### src/rtl/uart_mem_bridge.sv
// uart_mem_bridge: 8N1 UART command parser that performs single-byte writes ('W' addr data)
// and reads ('R' addr) on a data memory and answers each command with one response byte.
module uart_mem_bridge #(
   parameter int CLKS_PER_BIT = 16,
   parameter int TIMEOUT_CLKS = 4096
) (
   input  logic       clock,
   input  logic       reset_n,
   input  logic       rx,
   output logic       tx,
   output logic [7:0] mem_addr,
   output logic [7:0] mem_w_data,
   output logic       mem_w_en,
   output logic       mem_r_en,
   input  logic [7:0] mem_r_data,
   output logic       busy
);
   localparam int CW = $clog2(CLKS_PER_BIT);
   localparam int TW = $clog2(TIMEOUT_CLKS + 1);
   localparam logic [CW-1:0] BIT_END  = CW'(CLKS_PER_BIT - 1);
   localparam logic [CW-1:0] HALF_END = CW'(CLKS_PER_BIT / 2 - 1);
   localparam logic [TW-1:0] TO_END   = TW'(TIMEOUT_CLKS - 1);

   typedef enum logic [1:0] {R_IDLE, R_START, R_DATA, R_STOP} rx_state_t;
   typedef enum logic [2:0] {IDLE, GET_ADDR, GET_DATA, EXEC_W, EXEC_R, RESPOND} state_t;

   rx_state_t     rx_st;
   state_t        state, next;
   logic          rx_meta, rx_sync, rx_prev;
   logic [CW-1:0] rx_cnt, tx_cnt;
   logic [2:0]    rx_bits;
   logic [7:0]    rx_shift, resp;
   logic          rx_done, op_w, waiting, to_hit, tx_active, tx_load, tx_fin;
   logic [TW-1:0] to_cnt;
   logic [3:0]    tx_bit;
   logic [9:0]    tx_shift;

   always_ff @(posedge clock or negedge reset_n) begin
      if (!reset_n) begin
         rx_meta  <= 1'b1;
         rx_sync  <= 1'b1;
         rx_prev  <= 1'b1;
         rx_st    <= R_IDLE;
         rx_cnt   <= '0;
         rx_bits  <= '0;
         rx_shift <= '0;
      end else begin
         rx_meta <= rx;
         rx_sync <= rx_meta;
         rx_prev <= rx_sync;
         case (rx_st)
            R_IDLE: if (rx_prev && !rx_sync) begin
               rx_st  <= R_START;
               rx_cnt <= '0;
            end
            R_START: if (rx_cnt == HALF_END) begin
               rx_cnt <= '0;
               rx_st  <= rx_sync ? R_IDLE : R_DATA;
            end else rx_cnt <= rx_cnt + 1'b1;
            R_DATA: if (rx_cnt == BIT_END) begin
               rx_cnt   <= '0;
               rx_shift <= {rx_sync, rx_shift[7:1]};
               rx_bits  <= rx_bits + 3'd1;
               if (rx_bits == 3'd7) rx_st <= R_STOP;
            end else rx_cnt <= rx_cnt + 1'b1;
            default: if (rx_cnt == BIT_END) begin
               rx_cnt <= '0;
               rx_st  <= R_IDLE;
            end else rx_cnt <= rx_cnt + 1'b1;
         endcase
      end
   end

   // a low stop sample simply drops the byte here, so framing errors never reach the parser
   assign rx_done = rx_st == R_STOP && rx_cnt == BIT_END && rx_sync;
   assign waiting = (state == GET_ADDR || state == GET_DATA) && rx_st == R_IDLE;
   assign to_hit  = waiting && to_cnt == TO_END;

   always_ff @(posedge clock or negedge reset_n) begin
      if (!reset_n) state <= IDLE;
      else state <= next;
   end

   always_comb begin
      next     = state;
      mem_w_en = 1'b0;
      mem_r_en = 1'b0;
      case (state)
         IDLE:     if (rx_done) next = (rx_shift == 8'h57 || rx_shift == 8'h52) ? GET_ADDR : RESPOND;
         GET_ADDR: next = rx_done ? (op_w ? GET_DATA : EXEC_R) : to_hit ? IDLE : GET_ADDR;
         GET_DATA: next = rx_done ? EXEC_W : to_hit ? IDLE : GET_DATA;
         EXEC_W: begin
            mem_w_en = 1'b1;
            next     = RESPOND;
         end
         EXEC_R: begin
            mem_r_en = 1'b1;
            next     = RESPOND;
         end
         RESPOND:  if (tx_fin) next = IDLE;
         default:  next = IDLE;
      endcase
   end

   always_ff @(posedge clock or negedge reset_n) begin
      if (!reset_n) begin
         op_w       <= 1'b0;
         resp       <= '0;
         mem_addr   <= '0;
         mem_w_data <= '0;
         to_cnt     <= '0;
      end else begin
         to_cnt <= (waiting && !to_hit) ? to_cnt + 1'b1 : '0;
         if (state == IDLE && rx_done) begin
            op_w <= rx_shift == 8'h57;
            resp <= 8'h3F;
         end
         if (state == GET_ADDR && rx_done) mem_addr <= rx_shift;
         if (state == GET_DATA && rx_done) mem_w_data <= rx_shift;
         if (mem_w_en) resp <= 8'h4B;
         if (mem_r_en) resp <= mem_r_data;
      end
   end

   // the frame is loaded on the first RESPOND cycle, so tx drops one cycle after entry
   assign tx_load = state == RESPOND && !tx_active;
   assign tx_fin  = tx_active && tx_cnt == BIT_END && tx_bit == 4'd9;

   always_ff @(posedge clock or negedge reset_n) begin
      if (!reset_n) begin
         tx_active <= 1'b0;
         tx_cnt    <= '0;
         tx_bit    <= '0;
         tx_shift  <= '0;
      end else if (tx_load) begin
         tx_active <= 1'b1;
         tx_cnt    <= '0;
         tx_bit    <= '0;
         tx_shift  <= {1'b1, resp, 1'b0};
      end else if (tx_active) begin
         if (tx_cnt == BIT_END) begin
            tx_cnt    <= '0;
            tx_shift  <= {1'b1, tx_shift[9:1]};
            tx_bit    <= tx_fin ? 4'd0 : tx_bit + 4'd1;
            tx_active <= !tx_fin;
         end else tx_cnt <= tx_cnt + 1'b1;
      end
   end

   assign tx   = tx_active ? tx_shift[0] : 1'b1;
   assign busy = state != IDLE || tx_active;

endmodule

### config.mk
export PLATFORM = sky130hd
export DESIGN_NAME = uart_mem_bridge
export DESIGN_NICKNAME = d
export VERILOG_FILES = /design/src/rtl/uart_mem_bridge.sv
export SDC_FILE = /design/constraint.sdc
export NUM_CORES = 1
export LEC_CHECK = 0
export BUFFER_PORTS_ARGS = -buffer_cell sky130_fd_sc_hd__buf_2
export CAP_MARGIN = 40
export CELL_PAD_IN_SITES_DETAIL_PLACEMENT = 1
export CELL_PAD_IN_SITES_GLOBAL_PLACEMENT = 2
export CORE_MARGIN = 5
export CORE_UTILIZATION = 40
export CTS_CLUSTER_DIAMETER = 80
export DETAILED_ROUTE_END_ITERATION = 8
export PLACE_DENSITY_LB_ADDON = 0.1
export SYNTH_ARGS = -nofsm -noshare
export SYNTH_HDL_FRONTEND = slang
export SYNTH_SLANG_ARGS = --single-unit
### constraint.sdc
create_clock -name clock -period 4.1 [get_ports clock]
set_input_delay 0 -clock clock [delete_from_list [all_inputs] [get_ports clock]]
set_output_delay 0 -clock clock [all_outputs]
set_load 0.1 [all_outputs]
Yosys cells after proc, flatten, opt, wreduce, memory -nomap -nowiden
Index checks and enable logic that the tools add are counted.
- $add $sub $neg: 5
- equal/unequal tests: 22
- multiplexer cells: 40
- reduce and logical (&&, ||, !) cells: 31
- operators with widths (cell ; count):
    two-way mux 4 bit ; 10
    two-way mux 10 bit ; 3
    two-way mux 8 bit ; 3
    equality test 8 x 7 -> 1 bit (second input constant) ; 2
    two-way mux 2 bit ; 8
    two-way mux 3 bit ; 5
    one-hot mux 3 bit (5 select lines) ; 1
    adder 13 x 1 -> 13 bit (second input constant) ; 1
    equality test 13 x 12 -> 1 bit (second input constant) ; 1
    two-way mux 13 bit ; 1
    adder 4 x 1 -> 4 bit (second input constant) ; 3
    equality test 4 bit (second input constant) ; 3
    logical AND 1 bit ; 12
    inequality test 2 bit (second input constant) ; 6
    equality test 3 bit (second input constant) ; 3
    nonzero test 3 bit ; 3
    one-hot mux 4 bit (2 select lines) ; 1
    two-way mux 1 bit ; 7
    equality test 3 x 2 -> 1 bit (second input constant) ; 2
    one-hot mux 2 bit (3 select lines) ; 1
    AND reduction 2 bit ; 3
    AND reduction 5 bit ; 1
    equality test 2 bit (second input constant) ; 2
    equality test 4 x 3 -> 1 bit (second input constant) ; 1
    9 further kinds ; 15
- bits in registers: 80
- input bits: 11
- output and inout port bits: 20
- word-level logic and storage cells: 115

Depth between registers and ports, before layout
Gate-level depths: netlist (run 1).
- word-level depth: 7
- gate-level depth with buffers: 6
- depth with buffers taken out: 6

Worst setup path before layout (run 1)
OpenSTA, ideal clock, no wires.
- path type: reg-to-reg
- start point: register state[0]
- end point: register resp[7]
- setup time: 0.078 ns
- data arrival time: 1.830 ns
- data required time: 4.022 ns
- setup slack: 2.193 ns
- cell stages (with the launch flop): 6
- path buffers: 1
- clock period less this slack: 1.907 ns
- path through: dfrtp_1 clkbuf_1 nor2_1 nand2_1 inv_1 o2bb2ai_1
- elaborated cells between the ends (all ways): 9
- those cells by class: eq/ne (2); mux (4); reduce/logical (3)
- RTL lines (what ; line ; source):
    start, declared ; 28 ; state_t state, next;
    start signal, assigned ; 81 ; else state <= next;
    equality test 3 bit (*) ; 88 ; case (state)
    two-way mux 1 bit (*) ; 88 ;
    named net mem_r_en ; 14 ; output logic mem_r_en,
    nonzero test 3 bit (no line) / two-way mux 8 bit (equally long branches) ; -- ;
    end signal, assigned ; 121 ; if (mem_r_en) resp <= mem_r_data;
    end, declared ; 32 ; logic [7:0] rx_shift, resp;
Mark *: on every way through the listed nets, which the timed path passes. The rest lies on a longest branch.
A chain may end at the register's enable or synchronous reset.

Worst setup path in the final report (run 1)
- start point: register state[1]
- end point: output port mem_r_en
- cells in the longest elaborated chain, start to end: 2
- ends and longest elaborated chain (what ; line):
    equality test 3 bit ; 88
    two-way mux 1 bit ; 88
    end, declared ; 14
Every way passes these cells.

==> results.yml, run 1 <==
setup_path:
  crit_chain: "nor2_1 -> nand2_1 -> inv_1 -> buf_2"
  max_stage_delay_ns: 0.60
  r2r_setup_slack_ns: 1.97
  end_kind: "primary output"
  path_delay_family: "simple AND/OR/NAND/NOR gates"
  start_kind: "flip-flop"
  slowest_stage: "dfrtp_1"
  cp.required_ns: 4.10
  worstPathMaxFanout: 16
  arrival_ns: 2.23
  critical_path_buf_inv_count: 2
  worstSetupPathType: "reg -> out"
outcome:
  outcome: "finished, final reports clean"
timing:
  worstMarginPinSlew_ns: 0.708
  min_period_ns: 2.23
  hold_violations: 0
  fin_skew_ns: 0.00993
  maxSlewViolCount: 0
  setup-violations-final: 0
  finalWorstSetupSlack_ns: 1.87
  fmax_mhz: 448
  rsz0062_at_grt: "no"
  relSlewSlack: 0.527
  period_share: 0.544
  finalSetupTns_ns: 0
synthesis:
  synth_nets: 344
  syn_area_per_cell_sq_um: 11.4
  ys_types: 53
  synth_area_leaders: "dfrtp_1, mux2_2, o21ai_0"
  async_reset_ff_frac: 1.00
  synth-seq-cells: 80
  synth_area_sq_um: 3700
  yosys.area_share.simple: 0.153
  synthAdderAreaFrac: 0.0237
  ys_warn_count: 0
  synth_top_family_by_area: "simple AND/OR/NAND/NOR gates"
  synth_top_area_share: 0.521
  synth-seq-area-share: 0.542
  synth_flop_cell: "dfrtp_1"
  synth_top_area_cell: "dfrtp_1"
  synth-compound-area-share: 0.115
  synth_edf_count: 0
  syn_inst: 326
  synth-xor-area-share: 0.0331
  muxShareOfSynthArea: 0.107
power:
  leakage_nw: 1.97
  ir_drop_mv: 0.166
  p_per_area_nw_per_um2: 505
  power_w: 0.00216
clock_network:
  clockRootBuffer: "clkbuf_8"
  path_clk_slew_ns: 0.08
  cts_buffers: 9
  insertion_delay_ns: 0.34
  cts_tree: "yes"
  cts_buffer_depth: 2
  post_cts_buffers: 0
  clock-sinks: 80
  htreeDepth: 3
route:
  vias: 2531
  initialDrtViolationCount: 126
  wirelength_met1_mm: 3.79
  drc: 0
  vias_per_cell: 5.25
  dr_wl_met3_um: 229
  wl_mm: 7.68
  drt_pre_antenna_iters: 4
  ant_nets: 0
  wl_per_cell_um: 15.9
  route.met2.wl_mm: 3.55
  highest_layer: "met4"
global_routing:
  overflow: 0
  grt_use_total: 0.147
  grt_pass1_vias: 2660
  grt_first_pass_wirelength_mm: 13.5
  grt_start_max_net_pins: 56
  antenna_found_initial: 0
final_layout:
  antenna_cells: 0
  synthToLayoutAreaGrowth_pct: 15.4
  drive_above_1_share: 0.243
  fin_area_sq_um: 4270
  final_cells: 482
  fin_nets: 384
  fillers: 997
placed_design:
  placed_cell_area_sq_um: 3980
  hpwl_mm: 5.22
  io_buffer_count: 30
  placedCellCount: 456
  gp_congestion: 0.726
  post-place-ws_ns: 1.94
floorplanning:
  top_level_ports: 31
  die_y_um: 106
  core-area_sq_um: 9110
  fp-row-count: 35
  start_util: 0.406
  die_width_um: 106
  die-area_sq_um: 11300
run:
  drv_cap: 0
worst_hold_path:
  hold_path.class: "in -> async"
## registers in the layout (all words and copies together) (netlist names), 2 cells and up
| register | count |
|---|---|
| rx_cnt | 4 |
| to_cnt | 13 |
| tx_shift | 10 |
| rx_bits | 3 |
| tx_cnt | 4 |
| rx_st | 2 |
| rx_shift | 8 |
| mem_w_data | 8 |
| resp | 8 |
| tx_bit | 4 |
| state | 3 |
| mem_addr | 8 |
## logic make-up after synthesis
family	count (synthesis)
and+or+nand+nor	105
DFF	80
AOI/OAI and AO/OA	59
muxes	36
buffers and inverters	25
xor gates and xnor gates	14
adders and majority gates	7
## area by class of cell
type,count,area [sq um],share of cell area
Clock buffer,11,131,0.0307
Sequential cell,80,2010,0.469
Clock inverter,5,57.6,0.0135
Timing Repair Buffer,43,295,0.0691
Multi-Input combinational cell,221,1600,0.375
Tap cell,111,139,0.0325
Inverter,11,41.3,0.00966
## layer usage
| layer | up-vias | GRT usage |
|---|---|---|
| met4 | 0 | 0.0500 |
| met3 | 11 | 0.0291 |
| met5 | - | 0 |
| li1 | 1234 | - |
| met2 | 29 | 0.229 |
| met1 | 1257 | 0.205 |
## repair_timing
item | CTS | global route
resized for setup | 0 | 0
hold endpoints to repair | 86 | 0
hold buffers | 10 | 0
## path summary, 6_finish.rpt
kind                                  startpoint                         to  depth (start not counted)
max in group asynchronous                reset_n          rx_prev$_DFF_PN1_                          3
min in group clock                            rx          rx_meta$_DFF_PN1_                          2
hold / removal                           reset_n        to_cnt[7]$_DFF_PN0_                          2
hold reg to reg                rx_meta$_DFF_PN1_          rx_sync$_DFF_PN1_                          0
setup reg to reg           rx_cnt[0]$_DFFE_PN0P_  mem_w_data[6]$_DFFE_PN0P_                          5
setup / recovery            state[1]$_DFFE_PN0P_                   mem_r_en                          4
## power breakdown
part	total (W)	switching [W]	internal [W]
logic	0.000477	0.000249	0.000227
registers	0.00111	0.000169	0.000944
clock network	0.000570	0.000289	0.000281
total	0.00216	0.000707	0.00145
## synth_stat cells, drive strengths merged (2+ instances only)
library cell,number
a21o,2
a21oi,5
a22o,5
a31oi,3
and3b,2
and4,3
buf,5
clkbuf,9
dfrtp,77
dfstp,3
ha,7
inv,11
mux2,28
mux2i,8
nand2,32
nand2b,4
nand3,9
nand4,5
nor2,23
nor2b,4
nor3,6
nor3b,2
nor4,2
o21ai,24
o221a,3
o22a,3
o31ai,4
or2,2
or3,3
xnor2,7
xor2,7
## layout by cell type (no fill, tap or decap), drive strengths merged, types with 3 or more instances in the layout
cell,instances
o31ai,4
o221a,3
mux2,28
nand2,32
or3,3
ha,7
xor2,7
nor2b,4
a21oi,5
nand2b,4
clkbuf,11
nor3,6
dlygate4sd3,10
buf,33
o22a,3
clkinvlp,3
dfrtp,77
mux2i,8
inv,11
nor2,23
a31oi,3
a22o,5
and4,3
nand3,9
xnor2,7
dfstp,3
nand4,5
o21ai,24
## through the flow
step / hold WS, ns / utilization
finish: 0.113 / 0.469
detailed placement: -0.0512 / 0.437
CTS: 0.115 / 0.469
global placement: 0.106 / 0.434
floorplan: -0.296 / -
global route: 0.140 / 0.469
(Power assumes the default switching activity.)
==> run 2, diff against run 1 <==
Settings changed: CORE_UTILIZATION 40 to 36.
Clock period 4.1 ns to 1.9 ns, I/O delays scaled along.
==> results.yml, run 2 (same netlist as run 1, synthesis figures left out) <==
outcome:
  outcome: "finished, final reports clean"
clock_network:
  insertion_delay_ns: 0.35
  cts_buffers: 9
  path_clk_slew_ns: 0.08
  cts_tree: "yes"
  htreeDepth: 3
  cts_buffer_depth: 2
  clockRootBuffer: "clkbuf_8"
  clock-sinks: 80
timing:
  fmax_mhz: 558
  relSlewSlack: 0.655
  rsz0062_at_grt: "no"
  hold_violations: 0
  fin_skew_ns: 0.0107
  min_period_ns: 1.79
  setup-violations-final: 0
  finalSetupTns_ns: 0
  worstMarginPinSlew_ns: 0.517
  hold_ws_ns: 0.165
  period_share: 0.944
  maxSlewViolCount: 0
floorplanning:
  die_y_um: 111
  fp-row-count: 37
  top_level_ports: 31
  die-area_sq_um: 12400
  core-area_sq_um: 10200
  start_util: 0.363
  die_width_um: 111
route:
  initialDrtViolationCount: 82
  drt_pre_antenna_iters: 4
  drc: 0
  vias: 2634
  wl_mm: 7.97
  vias_per_cell: 4.96
  ant_nets: 0
  wl_per_cell_um: 15.0
placed_design:
  gp_congestion: 0.768
  hpwl_mm: 5.54
  placed_cell_area_sq_um: 4220
  io_buffer_count: 30
setup_path:
  worstPathMaxFanout: 11
  arrival_ns: 1.79
  worstSetupPathType: "reg -> out"
  timing.rr.start: "rx_cnt[1]$_DFFE_PN0P_"
  start_kind: "flip-flop"
  crit_path_start: "state[1]$_DFFE_PN0P_"
  end_kind: "primary output"
  cp.required_ns: 1.90
final_layout:
  layout_common_cells: "dfrtp_1, nand2_1, mux2_2, buf_2"
  fin_area_sq_um: 4540
  reg_top3: "to_cnt: 13 flops, tx_shift: 10 flops"
  synthToLayoutAreaGrowth_pct: 22.5
  fin_nets: 408
  drive_above_1_share: 0.304
  antenna_cells: 0
  final_common_cell: "dfrtp_1"
  top_register: "to_cnt"
  largest_reg_flops: 13
global_routing:
  overflow: 0
  grt_use_total: 0.139
  grt_start_max_net_pins: 38
  grt_pass1_vias: 2809
  grt_first_pass_wirelength_mm: 14.3
  antenna_found_initial: 0
power:
  leakage_nw: 2.09
  ir_drop_mv: 0.477
  p_per_area_nw_per_um2: 1070
run:
  drv_cap: 0
worst_hold_path:
  hold_path.class: "in -> async"
-- run 2: changes by cell type in the layout (fill, tap and decap cells not counted), sizes merged --
cell | before | now
buf | 33 | 57
clkinv | 1 | 3
inv | 11 | 10
clkbuf | 11 | 10
-- run 2: where the power goes --
group	total [W]	switching [W]	internal (W)
Clock	0.00123	0.000631	0.000601
Sequential	0.00232	0.000281	0.00204
Combinational	0.00129	0.000665	0.000625
Total	0.00484	0.00158	0.00326
-- run 2: area by class of cell --
cell class,count,area [sq um]
sequential,80,2010
multi-input combinational,221,1620
timing repair buffer,67,512
inverter,11,45.0
clock inverter,6,60.1
clock buffer,10,128
tap,136,170
fill,1127,5650
-- run 2: path summary, 6_finish.rpt --
kind	to	slack (ns)	cells past startpoint
max	busy	0.11	5
min	to_cnt[7]$_DFF_PN0_	0.17	2
max reg2reg	mem_w_data[1]$_DFFE_PN0P_	0.11	6
min reg2reg	rx_sync$_DFF_PN1_	0.36	0
max in group asynchronous	rx_shift[0]$_DFFE_PN0P_	1.09	3
min in group clock	rx_meta$_DFF_PN1_	0.29	2
-- run 2: critical path, cell delays in order (launching register included) --
cell and delay, ns:
dfrtp_1 0.49, buf_4 0.23, nor2_1 0.08, buf_4 0.15, nand2_1 0.07, buf_2 0.43
-- run 2: through the flow --
stage	std cells	power [W]	util	worst slack [ns]
floorplan	326	0.00316	-	0.0354
global placement	504	0.00358	0.415	0.119
detailed placement	504	0.00362	0.415	0.0373
CTS	530	0.00489	0.443	0.0166
global route	531	0.00521	0.445	0.00164
finish	531	0.00484	0.445	0.106
-- run 2: repair_timing --
action,CTS,global route
gates resized for setup,0,5
endpoints found under the hold margin,44,0
buffers inserted,0,1
hold buffers,10,0
setup endpoints to repair,0,23
-- run 2: metal layers --
metal / vias up / GRT usage / routed length, um
met3: 12 / 0.0250 / 196
met4: 0 / 0.0511 / 130
met5: - / 0 / 0
li1: 1288 / - / -
met2: 25 / 0.224 / 3840
met1: 1309 / 0.188 / 3800
==> run 3, diff against run 2 <==
Settings changed: ABC_AREA set to 1, CORE_UTILIZATION 36 to 33.
==> results.yml, run 3 <==
final_layout:
  synthToLayoutAreaGrowth_pct: 18.8
  final_cells: 623
  fin_area_sq_um: 4540
  reg_top3: "to_cnt: 13 flops, tx_shift: 10 flops"
  antenna_cells: 0
  layout_common_cells: "nand2_1, dfrtp_1, inv_1"
  drive_above_1_share: 0.202
  top_register: "to_cnt"
  final_common_cell: "nand2_1"
  largest_reg_flops: 13
  fin_nets: 495
route:
  vias: 2849
  initialDrtViolationCount: 89
  drc: 0
  wl_mm: 8.37
  vias_per_cell: 4.57
  drt_pre_antenna_iters: 4
  ant_nets: 0
  wl_per_cell_um: 13.4
placed_design:
  placedCellCount: 598
  hpwl_mm: 5.86
  gp_congestion: 0.748
  io_buffer_count: 30
  placed_cell_area_sq_um: 4110
clock_network:
  cts_buffers: 9
  clock-sinks: 80
  insertion_delay_ns: 0.34
  path_clk_slew_ns: 0.06
  htreeDepth: 3
  post_cts_buffers: 0
  cts_tree: "yes"
  clockRootBuffer: "clkbuf_16"
  cts_buffer_depth: 2
synthesis:
  post-synth-top-count-cell: "nand2_1"
  synth-compound-area-share: 0.130
  synth_area_leaders: "dfrtp_1, nand2_1, inv_1"
  synth_area_sq_um: 3820
  yosys.area_share.simple: 0.234
  synthAdderAreaFrac: 0.0229
  synth_top_family_by_area: "simple AND/OR/NAND/NOR gates"
  synth-xor-area-share: 0.00917
  muxShareOfSynthArea: 0
  ys_top_cells_by_count: "nand2_1, dfrtp_1, inv_1"
  ys_types: 36
  synth_nets: 449
  synth_flop_cell: "dfrtp_1"
  synth_edf_count: 0
  async_reset_ff_frac: 1.00
  syn_inst: 431
  synth-seq-area-share: 0.525
  syn_area_per_cell_sq_um: 8.86
  synth_top_area_share: 0.505
  synth-seq-cells: 80
  ys_warn_count: 0
  synth_top_area_cell: "dfrtp_1"
floorplanning:
  die-area_sq_um: 13800
  top_level_ports: 31
  start_util: 0.336
  die_width_um: 118
  die_y_um: 118
  core-area_sq_um: 11400
  fp-row-count: 39
global_routing:
  grt_use_total: 0.133
  overflow: 0
  grt_pass1_vias: 3138
  grt_first_pass_wirelength_mm: 15.0
  grt_start_max_net_pins: 81
  antenna_found_initial: 0
power:
  ir_drop_mv: 0.573
  switchingPower_w: 0.00204
  power_frac_comb: 0.287
  p_clk_frac: 0.318
  p_sw_frac: 0.355
  internal_power_w: 0.00369
  seqPwrFrac: 0.395
  leakage_nw: 2.26
  p_per_area_nw_per_um2: 1260
timing:
  maxSlewViolCount: 0
  hold_violations: 0
  period_share: 0.893
  fmax_mhz: 589
  rsz0062_at_grt: "no"
  fin_skew_ns: 0.00644
  min_period_ns: 1.70
  relSlewSlack: 0.671
  setup-violations-final: 0
  worstMarginPinSlew_ns: 0.497
  finalSetupTns_ns: 0
setup_path:
  worstSetupPathType: "reg -> out"
  cp.required_ns: 1.90
  end_kind: "primary output"
  arrival_ns: 1.70
  start_kind: "flip-flop"
  worstPathMaxFanout: 5
run:
  drv_cap: 0
worst_hold_path:
  hold_path.class: "in -> async"
outcome:
  outcome: "finished, final reports clean"
==> run 3: path summary, 6_finish.rpt <==
| kind | endpoint | cells past startpoint | from | slack [ns] |
|---|---|---|---|---|
| worst min register to register | rx_sync$_DFF_PN1_ | 0 | rx_meta$_DFF_PN1_ | 0.36 |
| worst max-delay path | busy | 5 | state[0]$_DFFE_PN0P_ | 0.20 |
| worst max register to register | tx_shift[5]$_DFFE_PN0P_ | 8 | tx_cnt[0]$_DFFE_PN0P_ | 0.22 |
| worst min-delay path | to_cnt[0]$_DFF_PN0_ | 3 | reset_n | 0.24 |
| max in group asynchronous | rx_meta$_DFF_PN1_ | 3 | reset_n | 1.28 |
| min in group clock | rx_meta$_DFF_PN1_ | 2 | rx | 0.31 |
==> run 3: stage by stage <==
step / setup WS [ns] / hold WS [ns] / util / power [W]
2_1_floorplan: 0.239 / -0.296 / - / 0.00354
3_3_place_gp: 0.286 / 0.0712 / 0.362 / 0.00388
3_5_place_dp: 0.190 / 0.0727 / 0.362 / 0.00392
4_1_cts: 0.102 / 0.261 / 0.397 / 0.00581
5_1_grt: 0.0445 / 0.299 / 0.399 / 0.00619
6_report: 0.204 / 0.237 / 0.399 / 0.00573
==> run 3: logic make-up after synthesis <==
kind of cell	count (synthesis)
AND/OR/NAND/NOR	189
AO/OA/AOI/OAI	81
flip-flops	80
buffers and inverters	70
adder cells (fa/ha/maj)	7
XOR/XNOR	4
==> run 3: power groups by stage <==
stage / Combinational [W] / Clock, W / Sequential (W)
after floorplan: 0.00131 / 0 / 0.00223
after global placement: 0.00159 / 0 / 0.00229
after detailed placement: 0.00162 / 0 / 0.00230
after CTS: 0.00165 / 0.00189 / 0.00227
after global routing: 0.00191 / 0.00197 / 0.00231
final: 0.00164 / 0.00182 / 0.00226
==> run 3: layer usage <==
metal,part of all wire,wire length (um),GRT usage
met1,0.46,3850,0.166
met2,0.49,4130,0.213
met3,0.020,171,0.0284
met4,0.025,213,0.0738
met5,0,0,0
==> run 3: layout make-up <==
cell class                 count  area (sq um)
fill                        1348          6830
sequential                    80          2010
multi-input combinational    281          1520
timing repair buffer          42           283
clock buffer                  10           239
inverter                      62           236
tap                          143           179
clock inverter                 4          70.1
timing repair inverter         1          5.00
==> run 3: worst max-delay path: stages, from the launching register on <==
cell,delay (ns)
dfrtp_1,0.43
nor2_1,0.09
nand2_1,0.19
inv_1,0.12
nand2_1,0.10
buf_2,0.43
==> run 3: timing repair <==
item / in CTS / in global routing
hold buffers: 10 / 0
endpoints found under the hold margin: 86 / 0
endpoints found under the setup margin: 0 / 2
gates resized for setup: 0 / 3
